**config.mk**
```make
export PLATFORM = sky130hd
export DESIGN_NAME = led_blink_array_flat
export DESIGN_NICKNAME = d
export VERILOG_FILES = /design/src/rtl/led_blink_array_if.sv /design/src/rtl/led_blink_array.sv /design/src/flat_wrapper.sv
export SDC_FILE = /design/constraint.sdc
export NUM_CORES = 1
export LEC_CHECK = 0
export CORE_UTILIZATION = 30
export CTS_BUF_LIST = sky130_fd_sc_hd__clkbuf_8
export CTS_CLUSTER_DIAMETER = 40
export DETAILED_ROUTE_END_ITERATION = 10
export SLEW_MARGIN = 15
export SYNTH_ARGS = -nofsm -noshare
export SYNTH_HDL_FRONTEND = slang
export SYNTH_SLANG_ARGS = --single-unit
```
**constraint.sdc**
```tcl
create_clock -name clk -period 4.8 [get_ports clk]
set_clock_uncertainty 0.05 [all_clocks]
set_input_delay 0.48 -clock clk [delete_from_list [all_inputs] [get_ports clk]]
set_output_delay 0.48 -clock clk [all_outputs]
set_load 0.02 [all_outputs]
```
**src/rtl/led_blink_array_if.sv**
```systemverilog
// led_blink_array_if: per-channel configuration write bus for the LED pattern generator.
interface led_blink_array_if #(
  parameter int CHANNELS = 4,
  parameter int HALF_W   = 16
);
  localparam int CH_W = CHANNELS > 1 ? $clog2(CHANNELS) : 1;
  logic              cfg_we;
  logic [CH_W-1:0]   cfg_ch;
  logic [1:0]        cfg_mode;
  logic [HALF_W-1:0] cfg_half;
  logic [3:0]        cfg_burst;
  modport master (output cfg_we, cfg_ch, cfg_mode, cfg_half, cfg_burst);
  modport slave  (input  cfg_we, cfg_ch, cfg_mode, cfg_half, cfg_burst);
endinterface

```
**src/rtl/led_blink_array.sv**
```systemverilog
// led_blink_array: multi-channel OFF/ON/BLINK/BURST LED pattern generator on a shared prescaled tick.
module led_blink_array #(
  parameter int CHANNELS = 4,
  parameter int PRESCALE = 50000,
  parameter int HALF_W   = 16
) (
  input  logic                clk,
  input  logic                rst_n,
  led_blink_array_if.slave    cfg,
  output logic [CHANNELS-1:0] led,
  output logic                tick
);
  localparam int CH_W = CHANNELS > 1 ? $clog2(CHANNELS) : 1;
  localparam int PW   = PRESCALE > 1 ? $clog2(PRESCALE) : 1;
  logic [PW-1:0] cnt;
  logic          tick_c;
  assign tick_c = cnt == PW'(PRESCALE - 1);
  always_ff @(posedge clk or negedge rst_n)
    if (!rst_n) begin
      cnt  <= '0;
      tick <= 1'b0;
    end else begin
      cnt  <= tick_c ? '0 : cnt + 1'b1;
      tick <= tick_c;
    end
  for (genvar c = 0; c < CHANNELS; c++) begin : g_ch
    typedef enum logic [2:0] {IDLE, B_HI, B_LO, U_HI, U_LO, GAP} st_t;
    st_t               st;
    logic [HALF_W-1:0] half, timer;
    logic [3:0]        burst, pc;
    logic              gp, led_r, wr;
    assign wr     = cfg.cfg_we && cfg.cfg_ch == CH_W'(c);
    assign led[c] = led_r;
    // GAP spans two half-length passes (gp marks the second) so 2*half never overflows
    always_ff @(posedge clk or negedge rst_n)
      if (!rst_n) begin
        st    <= IDLE;
        half  <= HALF_W'(1);
        burst <= 4'd1;
        timer <= '0;
        pc    <= '0;
        gp    <= 1'b0;
        led_r <= 1'b0;
      end else if (wr) begin
        st    <= cfg.cfg_mode[1] ? (cfg.cfg_mode[0] ? U_HI : B_HI) : IDLE;
        half  <= cfg.cfg_half == '0 ? HALF_W'(1) : cfg.cfg_half;
        burst <= cfg.cfg_burst == '0 ? 4'd1 : cfg.cfg_burst;
        timer <= '0;
        pc    <= '0;
        gp    <= 1'b0;
        led_r <= |cfg.cfg_mode;
      end else if (tick_c && st != IDLE) begin
        if (timer == half - 1'b1) begin
          timer <= '0;
          case (st)
            B_HI: begin st <= B_LO; led_r <= 1'b0; end
            B_LO: begin st <= B_HI; led_r <= 1'b1; end
            U_HI: begin st <= U_LO; led_r <= 1'b0; end
            U_LO:
              if (pc == burst - 1'b1) begin
                st <= GAP;
                pc <= '0;
                gp <= 1'b0;
              end else begin
                st    <= U_HI;
                pc    <= pc + 4'd1;
                led_r <= 1'b1;
              end
            GAP:
              if (gp) begin
                st    <= U_HI;
                gp    <= 1'b0;
                led_r <= 1'b1;
              end else gp <= 1'b1;
            default: st <= IDLE;
          endcase
        end else timer <= timer + 1'b1;
      end
  end
endmodule

```
**src/flat_wrapper.sv**
```systemverilog
// flat-port wrapper written by rule: the top's interface ports become plain ports
module led_blink_array_flat 
#(
  parameter int CHANNELS = 4,
  parameter int PRESCALE = 50000,
  parameter int HALF_W   = 16
)
  (clk, rst_n, led, tick, cfg_cfg_we, cfg_cfg_ch, cfg_cfg_mode, cfg_cfg_half, cfg_cfg_burst);
  led_blink_array_if #(.CHANNELS(CHANNELS), .HALF_W(HALF_W)) cfg_i ();
  input  logic clk;
  input  logic rst_n;
  output logic [CHANNELS-1:0] led;
  output logic tick;
  input wire logic [$bits(cfg_i.cfg_we)-1:0] cfg_cfg_we;
  input wire logic [$bits(cfg_i.cfg_ch)-1:0] cfg_cfg_ch;
  input wire logic [$bits(cfg_i.cfg_mode)-1:0] cfg_cfg_mode;
  input wire logic [$bits(cfg_i.cfg_half)-1:0] cfg_cfg_half;
  input wire logic [$bits(cfg_i.cfg_burst)-1:0] cfg_cfg_burst;
  assign cfg_i.cfg_we = cfg_cfg_we;
  assign cfg_i.cfg_ch = cfg_cfg_ch;
  assign cfg_i.cfg_mode = cfg_cfg_mode;
  assign cfg_i.cfg_half = cfg_cfg_half;
  assign cfg_i.cfg_burst = cfg_cfg_burst;
  led_blink_array #(.CHANNELS(CHANNELS), .PRESCALE(PRESCALE), .HALF_W(HALF_W)) u_core (.clk(clk), .rst_n(rst_n), .cfg(cfg_i), .led(led), .tick(tick));
endmodule
```
# Yosys cells after proc, flatten, opt, wreduce, memory -nomap -nowiden
# Index checks and enable logic that the tools add are counted.
[totals]
register_bits = 197
input_bits = 27
[op_classes]
addsub = 17
eq_ne = 44
muxes = 109
n_reduce_logical = 56
[op_table]
columns = ["cell", "n"]
rows = [
  ["16-bit 2-to-1 mux", 14],
  ["4-bit 2-to-1 mux", 21],
  ["16-bit by 1-bit adder with 16-bit output (second input constant)", 5],
  ["16-bit == test", 4],
  ["16-bit by 1-bit subtractor with 16-bit output (second input constant)", 4],
  ["3-bit 2-to-1 mux", 21],
  ["3-bit case mux with 5 select lines", 4],
  ["1-bit 2-to-1 mux", 40],
  ["3-bit by 2-bit == test with 1-bit output (second input constant)", 8],
  ["3-bit == test (second input constant)", 8],
  ["3-bit by 1-bit inequality test with 1-bit output (second input constant)", 8],
  ["3-bit AND reduction", 8],
  ["2-bit nonzero test", 12],
  ["3-bit nonzero test", 8],
  ["5-bit AND reduction", 4],
  ["5-bit nonzero test", 4],
  ["4-bit by 1-bit adder with 4-bit output (second input constant)", 4],
  ["16-bit == test (second input constant)", 1],
  ["4-bit == test", 4],
  ["16-bit zero test", 1],
  ["1-bit case mux with 4 select lines", 4],
  ["4-bit AND reduction", 4],
  ["4-bit by 1-bit subtractor with 4-bit output (second input constant)", 4],
  ["3-bit by 1-bit == test with 1-bit output (second input constant)", 4],
  ["other kinds (9)", 27],
]

# Logic depth before layout (Yosys ltp)
[logic_depth]
word_depth = 7
ltp_mapped = 13

# Worst setup path before layout
# OpenSTA, ideal clock, no wires.
[synth_timing]
path_type = "reg-to-reg"
from = "register u_core.g_ch[3].half[1]"
to = "register u_core.g_ch[3].pc[3]"
setup_ns = 0.078
arrival_time_ns = 3.478
slack_ns = 1.194
stages_incl_launch_ff = 13
path_buffers = 2
synth_period_minus_slack_ns = 3.606
path_cell_list = "dfrtp_1 -> inv_1 -> ha_1 -> or4b_1 -> clkbuf_1 -> or4b_2 -> nand2_1 -> a31oi_1 -> nor4b_2 -> or4b_1 -> buf_2 -> or4_1 -> a21oi_1"
[synth_between]
elab_chain_cells = 4
[synth_rtl]
columns = ["element", "line", "source"]
rows = [
  ["start: declaration", "led_blink_array.sv:29", "logic [HALF_W-1:0] half, timer;"],
  ["start signal: assignment", "led_blink_array.sv:46", "half <= cfg.cfg_half == '0 ? HALF_W'(1) : cfg.cfg_half;"],
  ["16-bit by 1-bit subtractor with 16-bit output", "led_blink_array.sv:53", "if (timer == half - 1'b1) begin"],
  ["16-bit == test", "led_blink_array.sv:53", ""],
  ["2-bit nonzero test (no source line)", "-", ""],
  ["3-bit AND reduction (no source line)", "-", ""],
  ["end signal: assignment", "led_blink_array.sv:66", "pc <= pc + 4'd1;"],
  ["end: declaration", "led_blink_array.sv:30", "logic [3:0] burst, pc;"],
]
# No other way between the ends.
# A chain may end at the register's enable or synchronous reset.

# Worst setup path in the final report
[layout_timing]
from = "register u_core.g_ch[3].half[1]"
to = "register u_core.g_ch[3].pc[2]"
# Same word-level chain as after synthesis.

==> summary.txt <==
STA
  – Post-layout worst setup margin: 0.9031 ns
  – Unrepaired setup endpoints after global routing: false
  – Final-report hold violation count: 0
  – Achievable frequency: 256.6 MHz
  – Setup TNS after final layout: 0 ns
  – Final critical-path share of the clock period: 81.18%
  – Fin. max-slew vios: 0
  – Number of setup violations in the final report: 0
  – Pin slew with the least headroom to its limit: 1.000 ns
  – Relative slew slack: 32.69%
  – Final critical delay including setup and external delays: 3.897 ns

Synth
  – Post-Syn Area per Cell: 8.339 sq um
  – Post-synthesis cell area: 0.01203 sq mm
  – Sequential element share of the synthesized area: 41.05%
  – Top post-synthesis cells by area: sky130_fd_sc_hd__dfrtp_1 39%, sky130_fd_sc_hd__nand2_1 10%, sky130_fd_sc_hd__xnor2_1 5.9%
  – Area share of the largest cell type after synthesis: 39.31%
  – Distinct cell type count of the synthesized netlist: 78
  – Yosys warns: 0
  – Synth Net Count: 1487
  – Number of flops mapped to enable cells by yosys: 0
  – Main synth FF type: sky130_fd_sc_hd__dfrtp_1
  – Synthesized instance count: 1443
  – Yosys top cell by area: sky130_fd_sc_hd__dfrtp_1
  – Post-synthesis register bit count: 197
  – Proportion of register bits with asynchronous set or reset after synthesis: 100.0%

Place
  – Placed Cells: 1934
  – I/O Buffers: 31
  – Half-perimeter wire length of the detailed placement result: 21.67 mm
  – Placer congestion estimate: 0.8629
  – Setup slack after placement: 0.9225 ns

Clock network
  – Count of hold-fix buffers inserted at cts: 0
  – Post_cts resized: 0
  – Clock slew at the register clock pins of the worst setup and hold paths: 0.10 ns
  – Skew-Pair Late Insertion Delay: 0.49 ns
  – Post-CTS setup repair buffer count: 0
  – Total clock sinks: 197
  – Worst-case clock buffer depth: 2
  – CTS tree: built
  – Total CTS buffers: 17
  – Root buffer cell: sky130_fd_sc_hd__clkbuf_8
  – Clock H-tree levels: 4

Routing
  – DRC errors left: 0
  – Violation count after the first detailed-route iteration: 705
  – First-pass iteration count of the detailed router: 5
  – Via density per instance: 5.223
  – Vias post-DR: 10269
  – Final routed wire length divided by cell count: 15.74 um
  – Number of antenna-violating nets in the routed design: 0
  – Total Wirelength: 30.95 mm

Finish
  – Filler cells: 4081
  – Most common cell after layout, fill and taps aside: sky130_fd_sc_hd__nand2_1
  – Most frequent cells in the layout: 319 x sky130_fd_sc_hd__nand2_1, 189 x sky130_fd_sc_hd__dfrtp_1, 93 x sky130_fd_sc_hd__nor2_1, 87 x sky130_fd_sc_hd__o21ai_0, 81 x sky130_fd_sc_hd__xnor2_1
  – N_diodes: 0
  – Post-layout net count: 1479
  – Final core utilization: 33.85%
  – Fraction of layout cells with a size suffix above 1: 6.354%
  – Area added between synthesis and finish: 9.972%
  – Final non-filler cell total: 1966

Die
  – Row count: 72
  – DIE AREA: 0.04092 sq mm
  – Die outline height: 202.3 um
  – Placeable core area: 0.03910 sq mm
  – Die X-Extent: 202.3 um
  – Number of top-level pins: 32
  – Starting density of the core: 30.78%

Setup path
  – Worst path slowest cell: sky130_fd_sc_hd__or4b_2
  – Maximum net fanout on the critical path: 13
  – Sequence of cells on the critical path: inv_1 > ha_1 > or4b_1 > or4b_2 > nand2_1 > a31oi_1 > nor4b_2 > buf_4 > or4b_1 > or4b_1 > a21oi_1
  – Path type of the worst setup path: reg2reg
  – Critical path required time: 5.17 ns
  – Cell depth of the worst flop-to-flop path: 11
  – Crit path top cell by count: sky130_fd_sc_hd__or4b_1
  – Critical Path Max Stage Delay: 0.66 ns
  – Register-to-register setup slack: 0.90 ns
  – Launching element type of the critical path: register
  – CP Capture Type: register
  – Data arrival time of the worst path: 4.26 ns

Pwr
  – Total leakage power: 5.690 nW
  – Total chip power: 3.880 mW
  – Peak VDD IR: 0.1983 mV
  – Pwr per Cell Area: 293.2 mW/mm^2

Global routing
  – Number of global-route vias before repair: 9804
  – Total routing resource utilization after global routing: 15.56%
  – Number of antenna violations at the first check in global routing: 2
  – First-pass GRT wire length: 51.28 mm
  – Overall overflow remaining after global route: 0
  – Maximum number of pins on one net before global-route repair: 108

Run status
  – Status: finished clean

Run
  – Max-cap check violation count: 0

Hold path
  – Class of the tightest hold or removal check: in2async
==> through the flow <==
step	cell area [sq um]	hold WS (ns)
floorplan	12030	0.1344
global placement	12850	0.3887
detailed placement	12850	0.4002
CTS	13230	0.07436
global route	13230	0.1050
finish	13230	0.04407
==> final timing paths <==
check / to / from
max in group asynchronous: u_core.g_ch[3].timer[10] / rst_n
hold / removal: u_core.g_ch[2].timer[1] / rst_n
min in group clk: u_core.cnt[0] / u_core.cnt[0]
setup / recovery: u_core.g_ch[3].pc[2] / u_core.g_ch[3].half[1]
setup reg to reg: u_core.g_ch[3].pc[2] / u_core.g_ch[3].half[1]
hold reg to reg: u_core.cnt[0] / u_core.cnt[0]
==> cell usage after synthesis (5+ instances only) <==
cell type and instances:
sky130_fd_sc_hd__a211o_1 5, sky130_fd_sc_hd__a211oi_1 5, sky130_fd_sc_hd__a21o_1 12, sky130_fd_sc_hd__a21oi_1 39, sky130_fd_sc_hd__a31o_2 7, sky130_fd_sc_hd__a31oi_1 9
sky130_fd_sc_hd__and2_1 9, sky130_fd_sc_hd__and3_1 22, sky130_fd_sc_hd__clkbuf_1 66, sky130_fd_sc_hd__dfrtp_1 189, sky130_fd_sc_hd__dfstp_2 8, sky130_fd_sc_hd__ha_1 17
sky130_fd_sc_hd__inv_1 38, sky130_fd_sc_hd__mux2i_1 12, sky130_fd_sc_hd__nand2_1 319, sky130_fd_sc_hd__nand2b_1 19, sky130_fd_sc_hd__nand3_1 42, sky130_fd_sc_hd__nand4_1 25
sky130_fd_sc_hd__nand4b_1 5, sky130_fd_sc_hd__nor2_1 95, sky130_fd_sc_hd__nor2b_1 15, sky130_fd_sc_hd__nor3_1 54, sky130_fd_sc_hd__nor3b_1 13, sky130_fd_sc_hd__nor4_1 18
sky130_fd_sc_hd__nor4b_1 6, sky130_fd_sc_hd__o211ai_1 12, sky130_fd_sc_hd__o21ai_0 87, sky130_fd_sc_hd__o31ai_1 21, sky130_fd_sc_hd__or2_2 11, sky130_fd_sc_hd__or3_1 29
sky130_fd_sc_hd__or3b_2 5, sky130_fd_sc_hd__or4_1 13, sky130_fd_sc_hd__xnor2_1 81, sky130_fd_sc_hd__xor2_1 57
==> cells by family (layout without fill, tap and decap cells) <==
family	Yosys count	count (layout)	synth area share, %
AOI/OAI and AO/OA	240	240	12.86
DFF	197	197	41.05
xor gates and xnor gates	139	139	10.24
buffers and inverters	113	118	3.660
and+or+nand+nor	721	721	29.05
adders and majority gates	18	18	1.851
muxes	15	15	1.279
==> registers in the layout, indices dropped and copies added, names as in the netlist <==
register / count
u_core.g_ch.led_r: 4
u_core.g_ch.pc: 16
u_core.tick: 1
u_core.g_ch.burst: 16
u_core.cnt: 16
u_core.g_ch.gp: 4
u_core.g_ch.st: 12
u_core.g_ch.timer: 64
u_core.g_ch.half: 64
==> power by group <==
| part | switching, mW | internal, mW | leakage [nW] | total, mW |
|---|---|---|---|---|
| registers | 0.186 | 1.79 | 2.57 | 1.98 |
| clock network | 0.633 | 0.458 | 0.199 | 1.09 |
| logic | 0.454 | 0.357 | 2.92 | 0.811 |
==> worst max-delay path, delay by kind of cell, from the launching register on <==
kind                       cells  cell delay, ns
and+or+nand+nor                6            2.62
DFF                            1            0.40
buffers and inverters          2            0.31
AOI/OAI and AO/OA              2            0.24
adders and majority gates      1            0.20
==> cell type report <==
type                            count  area, sq um  share of cell area (%)
Sequential cell                   197         4940                   37.33
Tap cell                          518        648.1                   4.898
Inverter                           38        142.6                   1.078
Clock inverter                     15        141.4                   1.068
Clock buffer                       17        234.0                   1.768
Multi-Input combinational cell   1133         6673                   50.43
Timing Repair Buffer               48        454.2                   3.432
==> routing by layer <==
| metal | up-vias | global-route usage (%) | share of wire (%) |
|---|---|---|---|
| met5 | - | 0 | 0.042 |
| met4 | 2 | 5.075 | 2.1 |
| met3 | 52 | 2.338 | 3.8 |
| li1 | 4985 | - | - |
| met1 | 5033 | 21.17 | 47 |
| met2 | 197 | 25.21 | 47 |
No activity file was read; power rests on OpenSTA's default activity.
